$ cat src/rtl/rate_divider_pkg.sv
`default_nettype none
// ============================================================================
// Module      : rate_divider_pkg
// Description : Shared rate-select encodings and period helper for the
//               rate divider.
// Revision    : 1.0 - initial release
// ============================================================================
package rate_divider_pkg;

    localparam logic [1:0] SEL_FULL    = 2'b00;
    localparam logic [1:0] SEL_1HZ     = 2'b01;
    localparam logic [1:0] SEL_HALF    = 2'b10;
    localparam logic [1:0] SEL_QUARTER = 2'b11;

    // Tick period in clk cycles for a given rate select.
    function automatic int unsigned period(input logic [1:0] sel,
                                           input int unsigned clk_hz);
        case (sel)
            SEL_FULL:  return 1;
            SEL_1HZ:   return clk_hz;
            SEL_HALF:  return 2 * clk_hz;
            default:   return 4 * clk_hz;
        endcase
    endfunction

endpackage
`default_nettype wire

$ cat src/rtl/rate_divider_step_sync.sv
`default_nettype none
// ============================================================================
// Module      : step_sync
// Description : Two-flop synchronizer plus rising-edge detector for the
//               asynchronous manual-step key.
// Revision    : 1.0 - initial release
// ============================================================================
module step_sync (
    input  logic clk,
    input  logic clr,
    input  logic step_async,
    output logic step_pulse
);

    logic r_meta;
    logic r_sync;
    logic r_prev;

    always_ff @(posedge clk or negedge clr) begin
        if (!clr) begin
            r_meta <= 1'b0;
            r_sync <= 1'b0;
            r_prev <= 1'b0;
        end else begin
            r_meta <= step_async;
            r_sync <= r_meta;
            r_prev <= r_sync;
        end
    end

    assign step_pulse = r_sync & ~r_prev;

endmodule
`default_nettype wire

$ cat src/rtl/rate_divider.sv
`default_nettype none
// ============================================================================
// Module      : rate_divider
// Description : Programmable down-counting rate divider producing a
//               single-cycle enable tick. Define RATE_DIVIDER_STEP_EN to add
//               the manual step key input.
// Revision    : 1.0 - initial release
// ============================================================================
module rate_divider
    import rate_divider_pkg::*;
#(
    parameter  int unsigned CLK_HZ = 50000000,
    localparam int unsigned CNT_W  = $clog2(4 * CLK_HZ)
) (
    input  logic             clk,
    input  logic             clr,
    input  logic             run,
    input  logic [1:0]       sel,
`ifdef RATE_DIVIDER_STEP_EN
    input  logic             step,
`endif
    output logic             tick,
    output logic [CNT_W-1:0] cnt
);

    localparam logic [CNT_W-1:0] c_one = CNT_W'(1);

    logic [1:0]       r_sel_q;
    logic [CNT_W-1:0] r_cnt;
    logic             r_tick;
    logic [CNT_W-1:0] w_load_new;
    logic [CNT_W-1:0] w_load_cur;
    logic             w_sel_chg;
    logic             w_nat_tick;
    logic             w_step_pulse;

    assign w_load_new = CNT_W'(period(sel, CLK_HZ) - 1);
    assign w_load_cur = CNT_W'(period(r_sel_q, CLK_HZ) - 1);
    assign w_sel_chg  = (sel != r_sel_q);
    assign w_nat_tick = !w_sel_chg && run && (r_cnt == '0);

`ifdef RATE_DIVIDER_STEP_EN
    step_sync u_step_sync (
        .clk        (clk),
        .clr        (clr),
        .step_async (step),
        .step_pulse (w_step_pulse)
    );
`else
    assign w_step_pulse = 1'b0;
`endif

    // A rate change always wins so the new period starts from a clean reload.
    always_ff @(posedge clk or negedge clr) begin
        if (!clr) begin
            r_sel_q <= SEL_FULL;
            r_cnt   <= '0;
        end else if (w_sel_chg) begin
            r_sel_q <= sel;
            r_cnt   <= w_load_new;
        end else if (run) begin
            if (r_cnt == '0) begin
                r_cnt <= w_load_cur;
            end else begin
                r_cnt <= r_cnt - c_one;
            end
        end
    end

    // Step and natural tick share one register, so coincident events merge.
    always_ff @(posedge clk or negedge clr) begin
        if (!clr) begin
            r_tick <= 1'b0;
        end else begin
            r_tick <= w_nat_tick | w_step_pulse;
        end
    end

    assign tick = r_tick;
    assign cnt  = r_cnt;

endmodule
`default_nettype wire

$ cat config.mk
export PLATFORM = sky130hd
export DESIGN_NAME = rate_divider
export DESIGN_NICKNAME = d
export VERILOG_FILES = /design/src/rtl/rate_divider_pkg.sv /design/src/rtl/rate_divider_step_sync.sv /design/src/rtl/rate_divider.sv
export SDC_FILE = /design/constraint.sdc
export NUM_CORES = 1
export LEC_CHECK = 0
export BUFFER_PORTS_ARGS = -buffer_cell sky130_fd_sc_hd__buf_2
export CAP_MARGIN = 20
export CORE_ASPECT_RATIO = 0.5
export CORE_MARGIN = 3
export CORE_UTILIZATION = 40
export CTS_CLUSTER_SIZE = 20
export DETAILED_ROUTE_END_ITERATION = 16
export GPL_ROUTABILITY_DRIVEN = 0
export PLACE_DENSITY = 0.64
export SYNTH_ARGS = -nofsm -noshare
export SYNTH_HDL_FRONTEND = slang
export SYNTH_SLANG_ARGS = --single-unit
export TNS_END_PERCENT = 5
$ cat constraint.sdc
create_clock -name clk -period 4.68 [get_ports clk]
set_input_delay 0.702 -clock clk [delete_from_list [all_inputs] [get_ports clk]]
set_output_delay 0.702 -clock clk [all_outputs]
set_load 0.02 [all_outputs]
==> impl_metrics.py, run 1 <==
metrics = {
    "die": {
        "row_count": 19,
        "initial_core_util_pct": 43.0,
        "dieArea_um2": 7170,
        "die_h_um": 61.4,
        "die_width_um": 117,
        "pin_count": 34,
        "core-area_um2": 5710,
    },
    "cts": {
        "holdBufCountCts": 0,
        "cts_setup_buffers": 0,
        "path_clk_slew_ns": 0.06,
        "cts_tree": "done",
        "clk_latency_ns": 0.28,
        "post_cts_resized": 0,
        "htreeDepth": 2,
        "root_buffer": "clkbuf_16",
        "clock-sinks": 31,
        "cts_max_path_buffers": 2,
        "cts_made_buffers": 5,
    },
    "critical_path": {
        "cp_cell_sequence": "nor3_1 > nand3_2 > nor3_1 > a211oi_1 > nor2_1 > inv_1 > ha_1 > o21a_1 > nand2_1 > nor4_4 > and4_1 > mux2i_1 > a31oi_1",
        "end_kind": "flip-flop",
        "critPathBufInv": 1,
        "r2r-end": "cnt[22]",
        "r2r_start": "cnt[11]",
        "crit_type": "reg2reg",
        "cp_slowest_stage_delay_ns": 0.59,
        "reg2reg_setup_slack_ns": 1.11,
        "startpoint_type": "flip-flop",
        "worst-r2r-cell-count": 13,
        "crit_required_ns": 4.86,
        "crit_arrival_ns": 3.75,
        "critPathMaxFanout": 10,
        "cp_slowest_cell": "nor3_1",
        "cp_common_cell": "nor3_1",
        "crit_family": "simple AND/OR/NAND/NOR gates",
    },
    "synth": {
        "synth-seq-area-share_pct": 31.6,
        "yosysTopAreaCell": "dfrtp_1",
        "yosysWarnings": 0,
        "syn_area_um2": 2450,
        "synth-edff-count": 0,
        "yosysMostFrequentCell": "dfrtp_1",
        "synth_common_cells": "dfrtp_1, nor2_1, nand2_1",
        "ys.flop_type": "dfrtp_1",
        "synth_top_area_share_pct": 31.6,
        "synth_seq_cells": 31,
        "postSynthCellCount": 280,
        "ys_top_cells_by_area": "dfrtp_1, ha_1, nor2_1",
        "postSynth.asyncResetShare_pct": 100,
        "synth_nets": 296,
        "syn_avg_cell_area_um2": 8.77,
        "ys_types": 69,
    },
    "power": {
        "power.total_mw": 1.10,
        "p_int_mw": 0.650,
        "p_per_area_nw_per_um2": 391,
        "comb_power_share_pct": 34.9,
        "seqPwrFrac_pct": 36.3,
        "switching_power_mw": 0.451,
        "p_leak_nw": 1.17,
        "power.share.clock_pct": 28.8,
        "vdd_drop_max_mv": 0.141,
        "power.switching_fraction_pct": 41.0,
    },
    "sta": {
        "setup_viol": 0,
        "fin_crit_ns": 3.57,
        "fin_crit_sh_pct": 76.3,
        "finalHoldViolCount": 0,
        "maxSlewHeadroom_pct": 30.8,
        "worst_pin_slew_ns": 1.03,
        "worst_clock_skew_ns": 0.00725,
        "finalSetupTns_ns": 0,
        "drv_slew": 0,
        "max_freq_mhz": 280,
        "rsz0062_at_grt": "no",
    },
    "grt": {
        "use_met3_pct": 4.51,
        "grt_pass1_wl_um": 11500,
        "top_usage_layer": "met1",
        "grtUsageTotal_pct": 21.1,
        "grt_util_met1_pct": 31.2,
        "grt_overflow_total": 0,
        "use_met2_pct": 30.9,
        "antenna_found_initial": 0,
        "grt_pass1_vias": 2214,
        "grt_max_degree": 37,
    },
    "finish": {
        "register_area_um2": 776,
        "utilization_pct": 49.4,
        "design_area_um2": 2820,
        "fillers": 565,
        "multiInputGateArea_um2": 1570,
        "syn_to_final_growth_pct": 14.8,
        "drive_gt1_share_pct": 19.6,
        "final_nets": 326,
        "diodes": 0,
    },
    "route": {
        "routedWlPerCell_um": 18.4,
        "via_count": 2387,
        "first_iter_violations": 156,
        "vias_per_cell": 6.22,
        "drc_errors": 0,
        "wl_um": 7080,
        "drt.antenna.violating_nets": 0,
        "first_pass_iters": 4,
    },
    "placement": {
        "hpwl_um": 5200,
        "dpl_cell_area_um2": 2670,
        "io_buffers": 33,
    },
    "run_status": {
        "outcome": "completed",
    },
    "job": {
        "max_cap_violations": 0,
    },
    "worst_hold_path": {
        "hp-class": "in2async",
    },
}
==> cell type report <==
| cell class | count | share of cell area (%) |
|---|---|---|
| clock buffers | 5 | 4.44 |
| clock inverters | 3 | 0.710 |
| inverters | 14 | 1.87 |
| multi-input cells | 223 | 55.8 |
| flip-flops and latches | 31 | 27.5 |
| well taps | 73 | 3.24 |
| repair buffers | 35 | 6.39 |
==> cell families (layout without fill, tap and decap cells) <==
group	count (synthesis)	after routing	synth area share (%)
DFF	31	31	31.6
and+or+nand+nor	111	111	27.0
buffers and inverters	26	57	4.33
AOI/OAI and AO/OA	82	82	24.4
adders and majority gates	11	11	5.61
xor gates and xnor gates	14	14	5.00
muxes	5	5	2.14
==> per-layer routing <==
layer | vias up | share of wire [%]
met5 | - | 0
met4 | 0 | 0.57
met3 | 4 | 7.4
met2 | 97 | 42
met1 | 1159 | 50
li1 | 1127 | -
==> power by group through the flow <==
stage,sequential (mW),combinational [mW],clock (mW)
2_1_floorplan,0.445,0.207,0
3_3_place_gp,0.401,0.376,0
3_5_place_dp,0.403,0.381,0
4_1_cts,0.400,0.382,0.325
5_1_grt,0.411,0.420,0.335
6_report,0.400,0.384,0.318
==> cells in the final DEF (no fill, tap or decap), types with 3 or more instances in the layout <==
cell / Yosys / routed
o21ai_0: 13 / 13
a311oi_1: 4 / 4
a21oi_1: 12 / 12
clkbuf_16: 0 / 5
o311ai_0: 3 / 3
dfrtp_1: 31 / 31
or3_1: 7 / 7
nand2b_1: 3 / 3
buf_2: 1 / 33
a31oi_1: 6 / 6
nor3_1: 8 / 8
o31ai_1: 7 / 7
and3_1: 3 / 3
inv_1: 14 / 14
mux2i_1: 3 / 3
nand4_1: 3 / 3
a211oi_1: 5 / 5
nor4_1: 10 / 10
xnor2_1: 7 / 7
ha_1: 11 / 11
xor2_1: 7 / 7
nor2_1: 27 / 27
nand2_1: 25 / 25
o41ai_1: 3 / 3
and2_1: 3 / 3
==> worst max path at each step <==
| stage | startpoint | endpoint | slack (ns) | cells past startpoint |
|---|---|---|---|---|
| finish | cnt[11] | cnt[22] | 1.11 | 13 |
| global route | cnt[11] | cnt[22] | 0.86 | 13 |
| CTS | cnt[11] | cnt[26] | 1.19 | 13 |
| detailed placement | sel[0] | cnt[20] | 1.11 | 13 |
| global placement | sel[0] | cnt[27] | 1.17 | 9 |
| floorplan | sel[0] | cnt[20] | 1.45 | 13 |
==> flip-flops by register name, summed over array words and instances (netlist names) <==
signal,cells
cnt,28
r_sel_q,2
tick,1
==> through the flow <==
| step | hold WS, ns | setup WS (ns) | instances |
|---|---|---|---|
| after floorplan | 0.406 | 1.45 | 280 |
| final | 0.471 | 1.11 | 384 |
| after CTS | 0.511 | 1.19 | 384 |
| after detailed placement | 0.551 | 1.11 | 376 |
| after global routing | 0.540 | 0.862 | 384 |
| after global placement | 0.545 | 1.17 | 376 |
==> worst reg2reg max path, cell delays in order (launching register included) <==
cell      delay (ns)
dfrtp_1         0.47
nor3_1          0.44
nand3_2         0.28
nor3_1          0.59
a211oi_1        0.20
nor2_1          0.22
inv_1           0.07
ha_1            0.25
o21a_1          0.16
nand2_1         0.12
nor4_4          0.09
and4_1          0.24
mux2i_1         0.14
a31oi_1         0.21
Note: power is estimated with default switching activity, not from simulation.
==> run 2, diff against run 1 <==
Settings changed: PLACE_DENSITY 0.64 to 0.66.
Clock period 4.68 ns to 3.2 ns, I/O delays scaled along.
==> run 2 against run 1 <==
Against the previous run: wire length up 11%; utilization up 5.9 points; combinational power up 66%; via count up 9.4%; maximum frequency up 15%; largest cell class unchanged; critical path type unchanged; die area unchanged; sequential share of layout area down 2.8 points; clock-buffer cell count unchanged; first-iteration DRC count up 67%; clock skew up 0.00082 ns; global-route usage up 1.5 points.
==> impl_metrics.py, run 2 (synthesis results as in run 1) <==
metrics = {
    "run_status": {
        "outcome": "completed",
    },
    "finish": {
        "register_area_um2": 779,
        "multiInputGateArea_um2": 1640,
        "diodes": 0,
        "layout_common_cells": "buf_2, buf_4, dfrtp_1",
        "utilization_pct": 55.2,
        "design_area_um2": 3150,
        "final_nets": 355,
        "largest_reg_flops": 28,
        "drive_gt1_share_pct": 30.0,
        "fillers": 525,
        "final_common_cell": "buf_2",
        "syn_to_final_growth_pct": 28.4,
    },
    "sta": {
        "finalSetupTns_ns": 0,
        "rsz0062_at_grt": "no",
        "fin_crit_ns": 3.11,
        "maxSlewHeadroom_pct": 51.2,
        "worst_pin_slew_ns": 0.732,
        "max_freq_mhz": 321,
        "setup_viol": 0,
        "fin_crit_sh_pct": 97.3,
        "worst_clock_skew_ns": 0.00807,
        "drv_slew": 0,
        "finalHoldViolCount": 0,
    },
    "route": {
        "via_count": 2612,
        "wl_um": 7860,
        "routedWlPerCell_um": 19.0,
        "first_iter_violations": 260,
        "drt.antenna.violating_nets": 0,
        "first_pass_iters": 5,
        "drc_errors": 0,
        "vias_per_cell": 6.32,
    },
    "die": {
        "pin_count": 34,
        "die_width_um": 117,
        "die_h_um": 61.4,
        "core-area_um2": 5710,
        "dieArea_um2": 7170,
        "row_count": 19,
        "initial_core_util_pct": 43.0,
    },
    "critical_path": {
        "crit_type": "reg2reg",
        "end_kind": "flip-flop",
        "worstSetupStartpoint": "cnt[21]",
        "critPathCapture": "cnt[27]",
        "worst-r2r-cell-count": 9,
        "crit_arrival_ns": 3.27,
        "critPathMaxFanout": 10,
        "crit_required_ns": 3.36,
        "startpoint_type": "flip-flop",
        "reg2reg_setup_slack_ns": 0.09,
        "r2r-end": "cnt[27]",
        "r2r_start": "cnt[21]",
    },
    "worst_hold_path": {
        "hp-class": "in2async",
    },
    "power": {
        "p_per_area_nw_per_um2": 588,
        "vdd_drop_max_mv": 0.245,
        "p_leak_nw": 1.38,
    },
    "placement": {
        "dpl_cell_area_um2": 2880,
        "io_buffers": 33,
        "hpwl_um": 5840,
    },
    "grt": {
        "grt_pass1_wl_um": 12500,
        "grt_overflow_total": 0,
        "grt_max_degree": 32,
        "antenna_found_initial": 0,
        "grtUsageTotal_pct": 22.6,
        "grt_pass1_vias": 2360,
    },
    "cts": {
        "cts_tree": "done",
        "htreeDepth": 2,
        "path_clk_slew_ns": 0.06,
        "root_buffer": "clkbuf_16",
        "clock-sinks": 31,
        "cts_max_path_buffers": 2,
        "clk_latency_ns": 0.28,
        "cts_made_buffers": 5,
    },
    "job": {
        "max_cap_violations": 0,
    },
}
## run 2: power breakdown
group          internal [mW]  switching, mW
clock                  0.446          0.183
sequential             0.467          0.121
combinational          0.244          0.392
total                   1.16          0.696
## run 2: how the worst min path moves through the flow
stage / depth (start not counted) / slack, ns / end
final: 1 / 0.25 / cnt[7]
after global routing: 1 / 0.33 / cnt[4]
after CTS: 1 / 0.30 / cnt[7]
after detailed placement: 1 / 0.55 / cnt[6]
after global placement: 2 / 0.54 / cnt[21]
after floorplan: 0 / 0.18 / cnt[0]
## run 2: final cells by class
class | count | area share, %
clock buffer | 5 | 3.97
multi-input combinational | 223 | 52.0
tap | 73 | 2.90
sequential | 31 | 24.7
inverter | 14 | 1.67
clock inverter | 3 | 2.14
timing repair buffer | 64 | 12.6
## run 2: layer usage
layer / vias to the layer above / global-route usage, % / routed length (um)
met2: 133 / 34.5 / 3340
met5: - / 0 / 0
li1: 1186 / - / -
met4: 0 / 4.25 / 123
met1: 1272 / 33.4 / 3650
met3: 21 / 4.91 / 744
## run 2: through the flow
stage | setup WS [ns] | hold WS (ns) | std cells | power (mW)
6_report | 0.0858 | 0.254 | 413 | 1.85
3_5_place_dp | 0.0890 | 0.547 | 403 | 1.20
5_1_grt | 0.0142 | 0.335 | 413 | 1.94
4_1_cts | 0.163 | 0.304 | 411 | 1.83
2_1_floorplan | 0.193 | 0.184 | 280 | 0.954
3_3_place_gp | 0.165 | 0.539 | 403 | 1.19
## run 2: worst max-delay path: stages (launching register included)
cell	delay [ns]
dfrtp_2	0.43
or3_1	0.41
nand4b_4	0.28
a2111oi_0	0.59
buf_4	0.23
o32ai_1	0.09
and3_1	0.21
and2_1	0.19
a41o_2	0.28
a221o_1	0.28
## run 2: what timing repair did
item / CTS / global route
setup buffers: 0 / 2
hold buffers: 0 / 0
endpoints found under the setup margin: 0 / 10
gates resized for setup: 0 / 14
==> run 3, diff against run 2 <==
--- a/constraint.sdc
+++ b/constraint.sdc
@@ -3,2 +3,2 @@
 set_output_delay 0.48 -clock clk [all_outputs]
-set_load 0.02 [all_outputs]
+set_load 0.05 [all_outputs]
==> run 3 against run 2 <==
Against the previous run: global-route usage decreased by 0.18 points; die area unchanged; critical path depth is 4 higher; non-clock buffer count stayed put; register-to-register slack gained 0.08 ns; via count down 2.1%; utilization fell by 2.1 points; sequential share of layout area increased by 0.83 points; maximum frequency up 2.5%; critical path type unchanged; hold slack gained 0.018 ns; cell count is 0.48% lower; setup slack improved by 0.076 ns.
==> impl_metrics.py, run 3 (synthesis results as in run 1) <==
metrics = {
    "sta": {
        "max_freq_mhz": 329,
        "setup_viol": 0,
        "rsz0062_at_grt": "yes",
        "finalSetupTns_ns": 0,
        "drv_slew": 0,
        "fin_crit_ns": 3.04,
        "maxSlewHeadroom_pct": 50.9,
        "worst_pin_slew_ns": 0.736,
        "worst_clock_skew_ns": 0.00393,
        "fin_crit_sh_pct": 94.9,
        "finalHoldViolCount": 0,
        "whs_ns": 0.272,
    },
    "finish": {
        "final_cells": 411,
        "final_nets": 355,
        "largest_reg_flops": 28,
        "diodes": 0,
        "layout_common_cells": "buf_2, dfrtp_1, buf_4",
        "syn_to_final_growth_pct": 23.6,
        "final_common_cell": "buf_2",
        "fillers": 549,
        "drive_gt1_share_pct": 26.6,
    },
    "power": {
        "switching_power_mw": 0.838,
        "p_int_mw": 0.990,
        "power.share.clock_pct": 24.0,
        "vdd_drop_max_mv": 0.233,
        "p_leak_nw": 1.32,
        "power.switching_fraction_pct": 45.8,
        "p_per_area_nw_per_um2": 602,
        "comb_power_share_pct": 44.1,
        "seqPwrFrac_pct": 31.8,
    },
    "die": {
        "row_count": 19,
        "pin_count": 34,
        "dieArea_um2": 7170,
        "die_h_um": 61.4,
        "die_width_um": 117,
        "core-area_um2": 5710,
        "initial_core_util_pct": 43.0,
    },
    "cts": {
        "htreeDepth": 2,
        "cts_max_path_buffers": 2,
        "root_buffer": "clkbuf_16",
        "path_clk_slew_ns": 0.05,
        "holdBufCountCts": 0,
        "cts_tree": "done",
        "cts_made_buffers": 5,
        "clk_latency_ns": 0.27,
        "clock-sinks": 31,
    },
    "grt": {
        "antenna_found_initial": 0,
        "grt_pass1_wl_um": 12300,
        "grtUsageTotal_pct": 22.4,
        "grt_pass1_vias": 2376,
        "grt_max_degree": 32,
        "grt_overflow_total": 0,
    },
    "critical_path": {
        "critPathMaxFanout": 10,
        "end_kind": "flip-flop",
        "cp_slowest_stage_delay_ns": 0.44,
        "r2r_start": "cnt[9]",
        "reg2reg_setup_slack_ns": 0.16,
        "worst-r2r-cell-count": 13,
        "r2r-end": "cnt[12]",
        "crit_type": "reg2reg",
        "critPathBufInv": 2,
        "crit_arrival_ns": 3.20,
        "crit_required_ns": 3.36,
        "startpoint_type": "flip-flop",
        "worstSetupStartpoint": "cnt[9]",
        "cp_cell_sequence": "nor4_1 > nand3_2 > nor3_2 > a211oi_2 > nor2_1 > inv_1 > ha_1 > o21a_1 > nand2_1 > nor4_4 > buf_4 > nor3b_1 > o41ai_1",
        "crit_family": "simple AND/OR/NAND/NOR gates",
        "cp_slowest_cell": "dfrtp_1",
    },
    "job": {
        "max_cap_violations": 0,
    },
    "route": {
        "wl_um": 7720,
        "vias_per_cell": 6.22,
        "first_pass_iters": 4,
        "drc_errors": 0,
        "via_count": 2556,
        "first_iter_violations": 316,
        "drt.antenna.violating_nets": 0,
        "routedWlPerCell_um": 18.8,
    },
    "placement": {
        "io_buffers": 33,
        "placedCellCount": 404,
        "hpwl_um": 5800,
    },
    "worst_hold_path": {
        "hp-class": "in2async",
    },
    "run_status": {
        "outcome": "completed",
    },
}
run 3: changes by cell type in the layout (fill, tap and decap cells not counted), moves of 2 or more:
cell	delta
xnor2_2	-2
dfrtp_1	+3
bufinv_16	-2
dfrtp_2	-3
xnor2_1	+2
run 3: worst max path at each step:
stage,endpoint,depth (start not counted),slack (ns)
final,cnt[12],13,0.16
after global routing,cnt[14],14,-0.09
after CTS,cnt[14],14,0.12
after detailed placement,cnt[20],13,0.09
after global placement,cnt[20],13,0.17
after floorplan,cnt[20],13,0.08
run 3: repair_timing:
action	in CTS	in global routing
setup buffers	0	1
hold endpoints to repair	0	0
gates resized for setup	0	4
setup endpoints to repair	0	12
run 3: stage by stage:
step	power, mW	instance area (um^2)	utilization, %	worst slack, ns
3_3_place_gp	1.36	2880	50.5	0.175
5_1_grt	1.92	3030	53.2	-0.0927
2_1_floorplan	1.12	2450	-	0.0779
6_report	1.83	3030	53.2	0.162
4_1_cts	1.82	3010	52.8	0.123
3_5_place_dp	1.38	2880	50.5	0.0940
run 3: layer usage:
layer / vias up / wire [um] / GRT usage, %
met5: - / 0 / 0
met4: 0 / 68 / 4.74
met3: 11 / 653 / 4.71
met2: 122 / 3320 / 34.4
met1: 1243 / 3680 / 32.9
li1: 1180 / - / -
run 3: cell type report:
cell class                      count  area, um^2  share of cell area (%)
Multi-Input combinational cell    223        1590                    52.3
Sequential cell                    31         776                    25.6
Timing Repair Buffer               64         398                    13.1
Clock buffer                        6         129                    4.25
Tap cell                           73        91.3                    3.01
Inverter                           14        52.6                    1.73
run 3: power by group through the flow:
stage,logic [mW],clock network [mW],registers (mW)
after floorplan,0.303,0,0.819
after global placement,0.780,0,0.583
after detailed placement,0.791,0,0.584
after CTS,0.795,0.445,0.578
after global routing,0.861,0.464,0.596
final,0.807,0.439,0.582
run 3: worst reg2reg max path: cells and delay by family (launching register included):
family	cells	cell delay [ns]
adders and majority gates	1	0.20
and+or+nand+nor	7	1.54
buffers and inverters	2	0.24
DFF	1	0.44
AOI/OAI and AO/OA	3	0.49
